## src/rtl/tft_spi_tx.sv

```systemverilog
// tft_spi_tx: byte-wide SPI (mode 0, MSB first) transmitter for the TFT panel.
// Also sequences the panel hardware reset after system reset. Every output
// is a register; the combinational process computes the next value of each.
module tft_spi_tx #(
  parameter int unsigned CLK_DIV  = 2,
  parameter int unsigned CS_GAP   = 2,
  parameter int unsigned RST_LOW  = 500,
  parameter int unsigned RST_WAIT = 6000000
) (
  input  logic       clk,
  input  logic       rst,
  input  logic       transmit,
  input  logic       dc,
  input  logic [7:0] data,
  output logic       busy,
  output logic       spi_sclk,
  output logic       spi_mosi,
  output logic       spi_cs_n,
  output logic       spi_dc,
  output logic       lcd_rst_n
);

  localparam int unsigned RMAX = (RST_LOW > RST_WAIT) ? RST_LOW : RST_WAIT;
  localparam int unsigned RW   = $clog2(RMAX + 1);
  localparam int unsigned DMAX = (CLK_DIV > CS_GAP) ? CLK_DIV : CS_GAP;
  localparam int unsigned DW   = $clog2(DMAX + 1);

  typedef enum logic [2:0] {
    RST_LO,
    RST_HI,
    IDLE,
    SETUP,
    SHIFT,
    GAP
  } state_t;

  state_t        state, state_nx;
  logic [RW-1:0] rst_cnt, rst_cnt_nx;
  logic [DW-1:0] div_cnt, div_cnt_nx;
  logic [2:0]    bit_cnt, bit_cnt_nx;
  logic [7:0]    shreg, shreg_nx;
  logic          busy_nx, sclk_nx, mosi_nx, cs_n_nx, dc_nx, lcd_rst_n_nx;

  // State, counters and registered outputs; synchronous reset restarts the panel reset.
  always_ff @(posedge clk) begin
    if (rst) begin
      state     <= RST_LO;
      rst_cnt   <= '0;
      div_cnt   <= '0;
      bit_cnt   <= '0;
      shreg     <= '0;
      busy      <= 1'b1;
      spi_sclk  <= 1'b0;
      spi_mosi  <= 1'b0;
      spi_cs_n  <= 1'b1;
      spi_dc    <= 1'b0;
      lcd_rst_n <= 1'b0;
    end else begin
      state     <= state_nx;
      rst_cnt   <= rst_cnt_nx;
      div_cnt   <= div_cnt_nx;
      bit_cnt   <= bit_cnt_nx;
      shreg     <= shreg_nx;
      busy      <= busy_nx;
      spi_sclk  <= sclk_nx;
      spi_mosi  <= mosi_nx;
      spi_cs_n  <= cs_n_nx;
      spi_dc    <= dc_nx;
      lcd_rst_n <= lcd_rst_n_nx;
    end
  end

  // Next-state and next-output logic. In SHIFT the sclk register itself
  // marks the half-period: high phase ends with a falling edge and the next
  // bit on mosi; low phase ends with a rising edge or, after bit 7, with cs release.
  always_comb begin
    state_nx     = state;
    rst_cnt_nx   = rst_cnt;
    div_cnt_nx   = div_cnt;
    bit_cnt_nx   = bit_cnt;
    shreg_nx     = shreg;
    busy_nx      = busy;
    sclk_nx      = spi_sclk;
    mosi_nx      = spi_mosi;
    cs_n_nx      = spi_cs_n;
    dc_nx        = spi_dc;
    lcd_rst_n_nx = lcd_rst_n;

    unique case (state)
      RST_LO: begin
        if (rst_cnt == RW'(RST_LOW - 1)) begin
          state_nx     = RST_HI;
          rst_cnt_nx   = '0;
          lcd_rst_n_nx = 1'b1;
        end else begin
          rst_cnt_nx = rst_cnt + RW'(1);
        end
      end

      RST_HI: begin
        if (rst_cnt == RW'(RST_WAIT - 1)) begin
          state_nx   = IDLE;
          rst_cnt_nx = '0;
          busy_nx    = 1'b0;
        end else begin
          rst_cnt_nx = rst_cnt + RW'(1);
        end
      end

      IDLE: begin
        if (transmit) begin
          state_nx   = SETUP;
          shreg_nx   = data;
          dc_nx      = dc;
          mosi_nx    = data[7];
          cs_n_nx    = 1'b0;
          busy_nx    = 1'b1;
          div_cnt_nx = '0;
        end
      end

      SETUP: begin
        if (div_cnt == DW'(CLK_DIV - 1)) begin
          state_nx   = SHIFT;
          div_cnt_nx = '0;
          bit_cnt_nx = '0;
          sclk_nx    = 1'b1;
        end else begin
          div_cnt_nx = div_cnt + DW'(1);
        end
      end

      SHIFT: begin
        if (div_cnt == DW'(CLK_DIV - 1)) begin
          div_cnt_nx = '0;
          if (spi_sclk) begin
            sclk_nx  = 1'b0;
            shreg_nx = {shreg[6:0], 1'b0};
            mosi_nx  = shreg[6];
          end else if (bit_cnt == 3'd7) begin
            state_nx = GAP;
            cs_n_nx  = 1'b1;
          end else begin
            bit_cnt_nx = bit_cnt + 3'd1;
            sclk_nx    = 1'b1;
          end
        end else begin
          div_cnt_nx = div_cnt + DW'(1);
        end
      end

      GAP: begin
        if (div_cnt == DW'(CS_GAP - 1)) begin
          state_nx   = IDLE;
          div_cnt_nx = '0;
          busy_nx    = 1'b0;
        end else begin
          div_cnt_nx = div_cnt + DW'(1);
        end
      end

      default: begin
        state_nx = RST_LO;
      end
    endcase
  end

endmodule

```

## config.mk

```make
export PLATFORM = sky130hd
export DESIGN_NAME = tft_spi_tx
export DESIGN_NICKNAME = d
export VERILOG_FILES = /design/src/rtl/tft_spi_tx.sv
export SDC_FILE = /design/constraint.sdc
export NUM_CORES = 1
export LEC_CHECK = 0
export CORE_MARGIN = 2
export CORE_UTILIZATION = 55
export DETAILED_ROUTE_END_ITERATION = 6
export GPL_TIMING_DRIVEN = 0
export PLACE_DENSITY = 0.76
export SKIP_LAST_GASP = 1
export SLEW_MARGIN = 20
export SYNTH_ARGS = -nofsm -noshare
export SYNTH_HDL_FRONTEND = slang
export SYNTH_SLANG_ARGS = --single-unit
```

## constraint.sdc

```tcl
create_clock -name clk -period 2.1 [get_ports clk]
set_input_delay 0.42 -clock clk [delete_from_list [all_inputs] [get_ports clk]]
set_output_delay 0.42 -clock clk [all_outputs]
set_load 0.1 [all_outputs]
```

Yosys cells after proc, flatten, opt, wreduce, memory -nomap -nowiden
Cells that the tools add are included.
Word-level totals
  flip-flop bits (word level): 44
  input port bits: 12
  output and inout port bits: 6
  logic and storage cells: 91
Cells by class
  add/sub/neg operators: 3
  eq/ne operators: 19
  multiplexer cells: 42
  reductions and logical operators: 16
Operators by type and width (count)
  $mux W23: 2
  $pmux W23 S2: 1
  $mux W3: 12
  $add A23 B1 Y23 const B: 1
  $eq A23 B23 Y1 const B: 1
  $eq A23 B9 Y1 const B: 1
  $mux W7: 3
  $ne A2 B2 Y1 const B: 10
  $pmux W3 S6: 1
  $mux W1: 14
  $pmux W7 S2: 1
  $reduce_and A5 Y1: 2
  $eq A3 B3 Y1 const B: 3
  $reduce_and A4 Y1: 2
  $reduce_and A8 Y1: 1
  $reduce_bool A2 Y1: 4
  $eq A3 B2 Y1 const B: 2
  $pmux W1 S2: 3
  $pmux W3 S2: 1
  $reduce_and A2 Y1: 3
  $mux W2: 2
  $pmux W2 S2: 1
  $add A3 B1 Y3 const B: 1
  $eq A3 B1 Y1 const B: 1
  other kinds (7): 7

Logic depth before layout (Yosys ltp)
Gate-level depths: netlist of the first run.
  word-level depth: 5
  gate-level depth with buffers: 7
  gate-level depth less buffers: 7

Worst setup path before layout of the first run
OpenSTA, ideal clock, no wires.
  path type: register to register
  start point: register spi_sclk
  end point: register spi_mosi
  setup time: 0.086 ns
  data arrival time: 1.836 ns
  required time: 2.014 ns
  setup slack: 0.179 ns
  cell stages (with the launch flop): 6
  buffers on the path: 1
  period minus slack after synthesis: 1.921 ns
  cells stage by stage: dfxtp_1 a21oi_1 a21oi_2 buf_4 nor2_1 a211oi_1
Between the ends
  word-level cells in the longest chain between the ends: 2
Ends and longest elaborated chain
  from (decl): RTL line 16  | output logic spi_sclk,
  from (signal assigned): RTL line 65  | spi_sclk <= sclk_nx;
  $ne A2 B2 Y1 (no line)
  $reduce_and A4 Y1 (no line)
  to (signal assigned): RTL line 66  | spi_mosi <= mosi_nx;
  to (decl): RTL line 17  | output logic spi_mosi,
No other way between the ends.
A chain may end at the register's enable or synchronous reset.

Worst setup path in the final report of the first run
  start point: register spi_sclk
  end point: output spi_sclk
No word-level cell between the ends.

==> impl_metrics.yaml, run 1 <==
critical_path:
  cp_top_family: "buffers and inverters"
  r2r-start: "rst_cnt[1]$_SDFFE_PP0P_"
  endpoint_kind: "output port"
  arrival_ns: 1.64
  path_cells: "dlygate4sd2_1"
  r2r_end: "busy$_SDFFE_PP1P_"
  cp_slowest_cell: "dlygate4sd2_1"
  crit_fanout: 7
  path_buf_inv: 1
  cp-start-kind: "flip-flop"
  reg2regPathDepth: 6
  ff2ff_setup_slack_ns: 0.17
  cp.required_ns: 1.68
  cpPeakStageDelay_ns: 0.89
  worstSetupPathType: "reg -> out"
worst_hold_path:
  min_from: "bit_cnt[2]$_SDFFE_PP0P_"
  whs_path_depth: 2
  whs_endpoint: "bit_cnt[2]$_SDFFE_PP0P_"
  hold_path.class: "reg -> reg"
layout:
  antenna_cells: 0
  syn_to_final_growth_pct: 15.3
  finalNetCount: 296
  n_fill_cell: 342
  drive_above_1_share: 0.0961
  final_cells: 331
yosys:
  synth-adder-area-share: 0.0168
  ys.warnings.count: 0
  synth_edf_count: 0
  synth.avg_cell_area_um2: 8.74
  ys_seq_area_frac: 0.394
  yosysTopAreaCellShare: 0.394
  ys.flop_type: "dfxtp_1"
  synth_top_family_by_area: "simple AND/OR/NAND/NOR gates"
  synthMuxAreaShare: 0.0453
  postSynthNetCount: 271
  synth-seq-cells: 44
  synth_area_um2: 2240
  syn_inst: 256
  synth_xor_area_frac: 0.0822
  ys_top_cells_by_area: "dfxtp_1 (39%), nor2_1 (6.5%), xor2_1 (5.1%)"
  yosysTopAreaCell: "dfxtp_1"
  netlist-cell-type-count: 51
  synthSimpleGateAreaFrac: 0.297
  synth-compound-area-share: 0.131
  async_flop_share: 0
timing:
  tns_ns: 0
  finalSetupViolations: 0
  worstMarginPinSlew_ns: 0.973
  drv_slew: 0
  fin_worst_skew_ns: 0.00881
  fin_crit_sh: 0.980
  max_freq_mhz: 486
  period_minus_slack_ns: 2.06
  finalHoldViolations: 0
  relSlewSlack: 0.354
  rsz0062_at_grt: "false"
  worst_hold_slack_ns: 0.465
global_routing:
  grt_pass1_wl_um: 7800
  grt_start_max_net_pins: 13
  grt_pass1_vias: 1700
  antenna_found_initial: 0
  grt_usage: 0.223
  grt_remaining_overflow: 0
clock_network:
  cts_made_buffers: 5
  clock_latency_ns: 0.30
  clockBufferDepth: 2
  htree_num_levels: 2
  cts_tree: "yes"
  cts_hold_buffers: 0
  clockRootBuffer: "clkbuf_8"
  clock_sinks: 44
  path_clk_slew_ns: 0.08
power_and_ir_drop:
  p_leak_nw: 0.972
  powerDensity_nw_per_um2: 576
  peakVddDrop_v: 0.000332
floorplan:
  die_x_um: 67.8
  die_y_um: 67.8
  initial_core_util: 0.564
  row_count: 23
  dieArea_um2: 4600
  boundaryPins: 18
  core_um2: 3970
place:
  dpl.cell_count: 323
  dp_hpwl_um: 3310
  io_buffers: 17
  place.gp.congestion: 0.802
drt:
  topRoutingLayerUsed: "met4"
  drc: 0
  met2WireLength_um: 2130
  drt_iter0_drc: 125
  via_count: 1884
  wire_per_inst_um: 13.9
  dr_wl_met3_um: 212
  ant_nets: 0
  totalWireLength_um: 4600
  dr.pass1.iters: 4
  drt-met1-wl_um: 2220
  vias_per_cell: 5.69
run_status:
  status: "complete, no violations"
run:
  cap_violations: 0
[final cells by class]
cell class / count / area (um2) / share of cell area
multi-input cells: 197 / 1290 / 0.501
inverters: 2 / 7.51 / 0.00291
clock buffers: 7 / 96.3 / 0.0373
plain buffers: 13 / 68.8 / 0.0267
repair buffers: 18 / 170 / 0.0660
flip-flops and latches: 44 / 882 / 0.342
well taps: 50 / 62.6 / 0.0242
[cells in the final DEF (no fill, tap or decap), drive strengths merged, types with 3 or more instances in the layout]
| cell type | synthesis | layout |
|---|---|---|
| nand3 | 5 | 5 |
| nor3 | 8 | 8 |
| o21ai | 4 | 4 |
| dfxtp | 44 | 44 |
| and4 | 4 | 4 |
| ha | 3 | 3 |
| and3 | 4 | 4 |
| xor2 | 13 | 13 |
| xnor2 | 8 | 8 |
| mux2i | 9 | 9 |
| nand2 | 26 | 26 |
| a31oi | 5 | 5 |
| nand3b | 3 | 3 |
| nor2 | 39 | 39 |
| nor2b | 3 | 3 |
| a211oi | 8 | 8 |
| clkdlybuf4s50 | 0 | 11 |
| clkbuf | 5 | 12 |
| nand4 | 13 | 13 |
| buf | 8 | 9 |
| a21oi | 13 | 13 |
| dlygate4sd2 | 0 | 6 |
[sequential cells by signal, summed over array words and instances (netlist names)]
register / cells
div_cnt: 2
busy: 1
rst_cnt: 23
spi_sclk: 1
lcd_rst_n: 1
bit_cnt: 3
state: 3
spi_dc: 1
spi_cs_n: 1
shreg: 7
spi_mosi: 1
[how the worst max path moves through the flow]
stage                                  from                      end  depth (start not counted)
global placement                   transmit    shreg[5]$_SDFFE_PP0P_                          7
floorplan             spi_sclk$_SDFFE_PP0P_    spi_mosi$_SDFFE_PP0P_                          5
CTS                 rst_cnt[0]$_SDFFE_PP0P_  rst_cnt[8]$_SDFFE_PP0P_                          6
finish                spi_sclk$_SDFFE_PP0P_                 spi_sclk                          1
global route          spi_sclk$_SDFFE_PP0P_                 spi_sclk                          1
detailed placement                 transmit    spi_mosi$_SDFFE_PP0P_                          7
[report_power, final]
group / internal (W) / total (W) / switching, W
clock: 0.000293 / 0.000576 / 0.000283
combinational: 0.0000347 / 0.0000647 / 0.0000300
sequential: 0.000839 / 0.000844 / 0.00000567
total: 0.00117 / 0.00149 / 0.000318
[per-stage QoR]
step / setup WS, ns / utilization / total power [W] / instance area (um2)
after floorplan: 0.179 / - / 0.000896 / 2240
after global placement: -0.0142 / 0.622 / 0.000927 / 2470
after detailed placement: -0.0650 / 0.622 / 0.000927 / 2470
after CTS: 0.0337 / 0.645 / 0.00149 / 2560
after global routing: 0.00550 / 0.650 / 0.00153 / 2580
final: 0.0415 / 0.650 / 0.00149 / 2580
[synthesized netlist by cell type, drive strengths merged (5+ instances only)]
cell and count:
nor2 39, dfxtp 44, nand4 13, nand2 26
clkbuf 5, nor3 8, xnor2 8, xor2 13
a211oi 8, a31oi 5, buf 8, a21oi 13
nand3 5, mux2i 9
[what timing repair did]
item | in CTS | in global routing
resized for setup | 6 | 2
hold endpoints to repair | 0 | 0
endpoints found under the setup margin | 6 | 12
buffers inserted | 0 | 1
pin swaps | 0 | 1
[logic make-up (layout without fill, tap and decap cells)]
logic type | Yosys count | in the layout
flip-flops | 44 | 44
buffers and inverters | 15 | 40
AND/OR/NAND/NOR | 123 | 123
multiplexers | 10 | 10
AO/OA/AOI/OAI | 40 | 40
adder cells (fa/ha/maj) | 3 | 3
XOR/XNOR | 21 | 21
[metal layers]
layer / track usage / vias up
li1: - / 961
met1: 0.319 / 879
met2: 0.337 / 39
met3: 0.0400 / 5
met4: 0.0775 / 0
met5: 0 / -
No activity file was read; power rests on OpenSTA's default activity.
==> run 2, diff against run 1 <==
CORE_UTILIZATION = 52   (was 55)
PLACE_DENSITY = 0.75   (was 0.76)
clock period = 1.8 ns   (was 2.1 ns; I/O delays follow)
==> impl_metrics.yaml, run 2 (synthesis results as in run 1) <==
critical_path:
  path_buf_inv: 2
  cp.required_ns: 1.98
  path_cells: "buf_6, or3b_4, nor4_4, buf_4, nand3_1, xor2_1, nor2_1"
  crit_fanout: 10
  endpoint_kind: "flip-flop"
  cp-start-kind: "flip-flop"
  ff2ff_setup_slack_ns: 0.07
  cp_top_family: "simple AND/OR/NAND/NOR gates"
  worstSetupPathType: "reg -> reg"
  arrival_ns: 1.91
  cp_slowest_cell: "or3b_4"
  cpPeakStageDelay_ns: 0.38
clock_network:
  cts_tree: "yes"
  clockRootBuffer: "clkbuf_8"
  path_clk_slew_ns: 0.08
  htree_num_levels: 2
  cts_made_buffers: 5
  clock_latency_ns: 0.31
  clockBufferDepth: 2
  clock_sinks: 44
  cts_hold_buffers: 0
layout:
  largest_reg_flops: 23
  top_regs: "rst_cnt: 23 flops, shreg: 7 flops"
  final_common_cell: "dfxtp_1"
  finalNetCount: 305
  final_core_util: 0.676
  syn_to_final_growth_pct: 22.5
  drive_above_1_share: 0.192
  antenna_cells: 0
  finalInstanceArea_um2: 2740
  final_cell_mix: "dfxtp_1 (39), nor2_1 (38), nand2_1 (26), nand4_1 (13), xor2_1 (13)"
  top_register: "rst_cnt"
place:
  place.gp.congestion: 0.815
  io_buffers: 17
  post_dp_cell_area_um2: 2470
  dp_hpwl_um: 3260
power_and_ir_drop:
  p_sw_frac: 0.225
  p_leak_nw: 1.02
  powerDensity_nw_per_um2: 626
  pwr-share-comb: 0.049
  power_frac_seq: 0.575
  p_sw_w: 0.000386
  intPower_w: 0.00133
  peakVddDrop_v: 0.000444
  clockPowerShare: 0.376
timing:
  relSlewSlack: 0.624
  fin_crit_sh: 0.962
  period_minus_slack_ns: 1.73
  fin_worst_skew_ns: 0.00728
  tns_ns: 0
  drv_slew: 0
  rsz0062_at_grt: "true"
  finalHoldViolations: 0
  finalSetupViolations: 0
  worstMarginPinSlew_ns: 0.567
  max_freq_mhz: 578
drt:
  via_count: 1938
  drc: 0
  vias_per_cell: 5.68
  dr.pass1.iters: 4
  wire_per_inst_um: 14.3
  ant_nets: 0
  drt_iter0_drc: 145
  totalWireLength_um: 4870
floorplan:
  die_x_um: 69.6
  boundaryPins: 18
  initial_core_util: 0.552
  dieArea_um2: 4850
  core_um2: 4060
  die_y_um: 69.6
  row_count: 23
global_routing:
  busiest_layer: "met2"
  grt_pass1_vias: 1741
  grt_use_met2: 0.299
  met3_usage: 0.0349
  met1_usage: 0.292
  grt_remaining_overflow: 0
  grt_start_max_net_pins: 14
  grt_usage: 0.205
  antenna_found_initial: 0
  grt_pass1_wl_um: 8110
run:
  cap_violations: 0
run_status:
  status: "complete, no violations"
worst_hold_path:
  hold_path.class: "reg -> reg"
[run 2: cell count changes in the layout (fill, tap and decap cells not counted), moves of 2 or more]
cell / delta
clkinv_2: +2
dfxtp_2: +2
buf_4: +7
dfxtp_1: -4
dfxtp_4: +2
dlygate4sd2_1: -6
clkbuf_2: +2
buf_6: +2
clkbuf_1: -2
clkdlybuf4s15_2: +6
[run 2: power by group through the flow]
stage          Sequential [W]  Combinational (W)  Clock (W)
2_1_floorplan         0.00101          0.0000390          0
3_3_place_gp          0.00101          0.0000739          0
3_5_place_dp          0.00101          0.0000743          0
4_1_cts              0.000986          0.0000777   0.000661
5_1_grt              0.000988          0.0000928   0.000689
6_report             0.000987          0.0000835   0.000646
[run 2: layout make-up]
| type | instances | area (um2) |
|---|---|---|
| plain buffers | 13 | 78.8 |
| well taps | 50 | 62.6 |
| repair buffers | 27 | 253 |
| fillers | 329 | 1320 |
| flip-flops and latches | 44 | 892 |
| clock inverters | 2 | 10.0 |
| inverters | 2 | 7.51 |
| multi-input cells | 197 | 1360 |
| clock buffers | 6 | 82.6 |
[run 2: worst paths after layout]
path,cells after the start,start,endpoint
worst max-delay path,7,state[1]$_SDFFE_PP0P_,rst_cnt[21]$_SDFFE_PP0P_
worst min-delay path,2,bit_cnt[1]$_SDFFE_PP0P_,bit_cnt[1]$_SDFFE_PP0P_
worst max register to register,7,state[1]$_SDFFE_PP0P_,rst_cnt[21]$_SDFFE_PP0P_
worst min register to register,2,bit_cnt[1]$_SDFFE_PP0P_,bit_cnt[1]$_SDFFE_PP0P_
[run 2: worst reg2reg max path: cells and delay by family (launching register included)]
family	cells	cell delay, ns
AND/OR/NAND/NOR	4	0.78
flip-flops	1	0.34
buffers and inverters	2	0.32
XOR/XNOR	1	0.16
[run 2: through the flow]
stage,std cells,total power [W],hold WS [ns],setup slack (ns)
after floorplan,256,0.00105,0.436,0.0384
after global placement,323,0.00108,0.449,-0.250
after detailed placement,323,0.00108,0.456,-0.254
after CTS,334,0.00172,0.470,0.000151
after global routing,341,0.00177,0.500,-0.0171
final,341,0.00172,0.472,0.0687
[run 2: what timing repair did]
item / 4_1_cts / 5_1_grt
endpoints found under the setup margin: 26 / 27
gates resized for setup: 24 / 20
pin swaps: 3 / 7
buffers inserted: 3 / 7
[run 2: layer usage]
metal  share of wire  wire length (um)
met3           0.034               164
met1            0.51              2480
met5               0                 0
met2            0.43              2100
met4           0.027               130
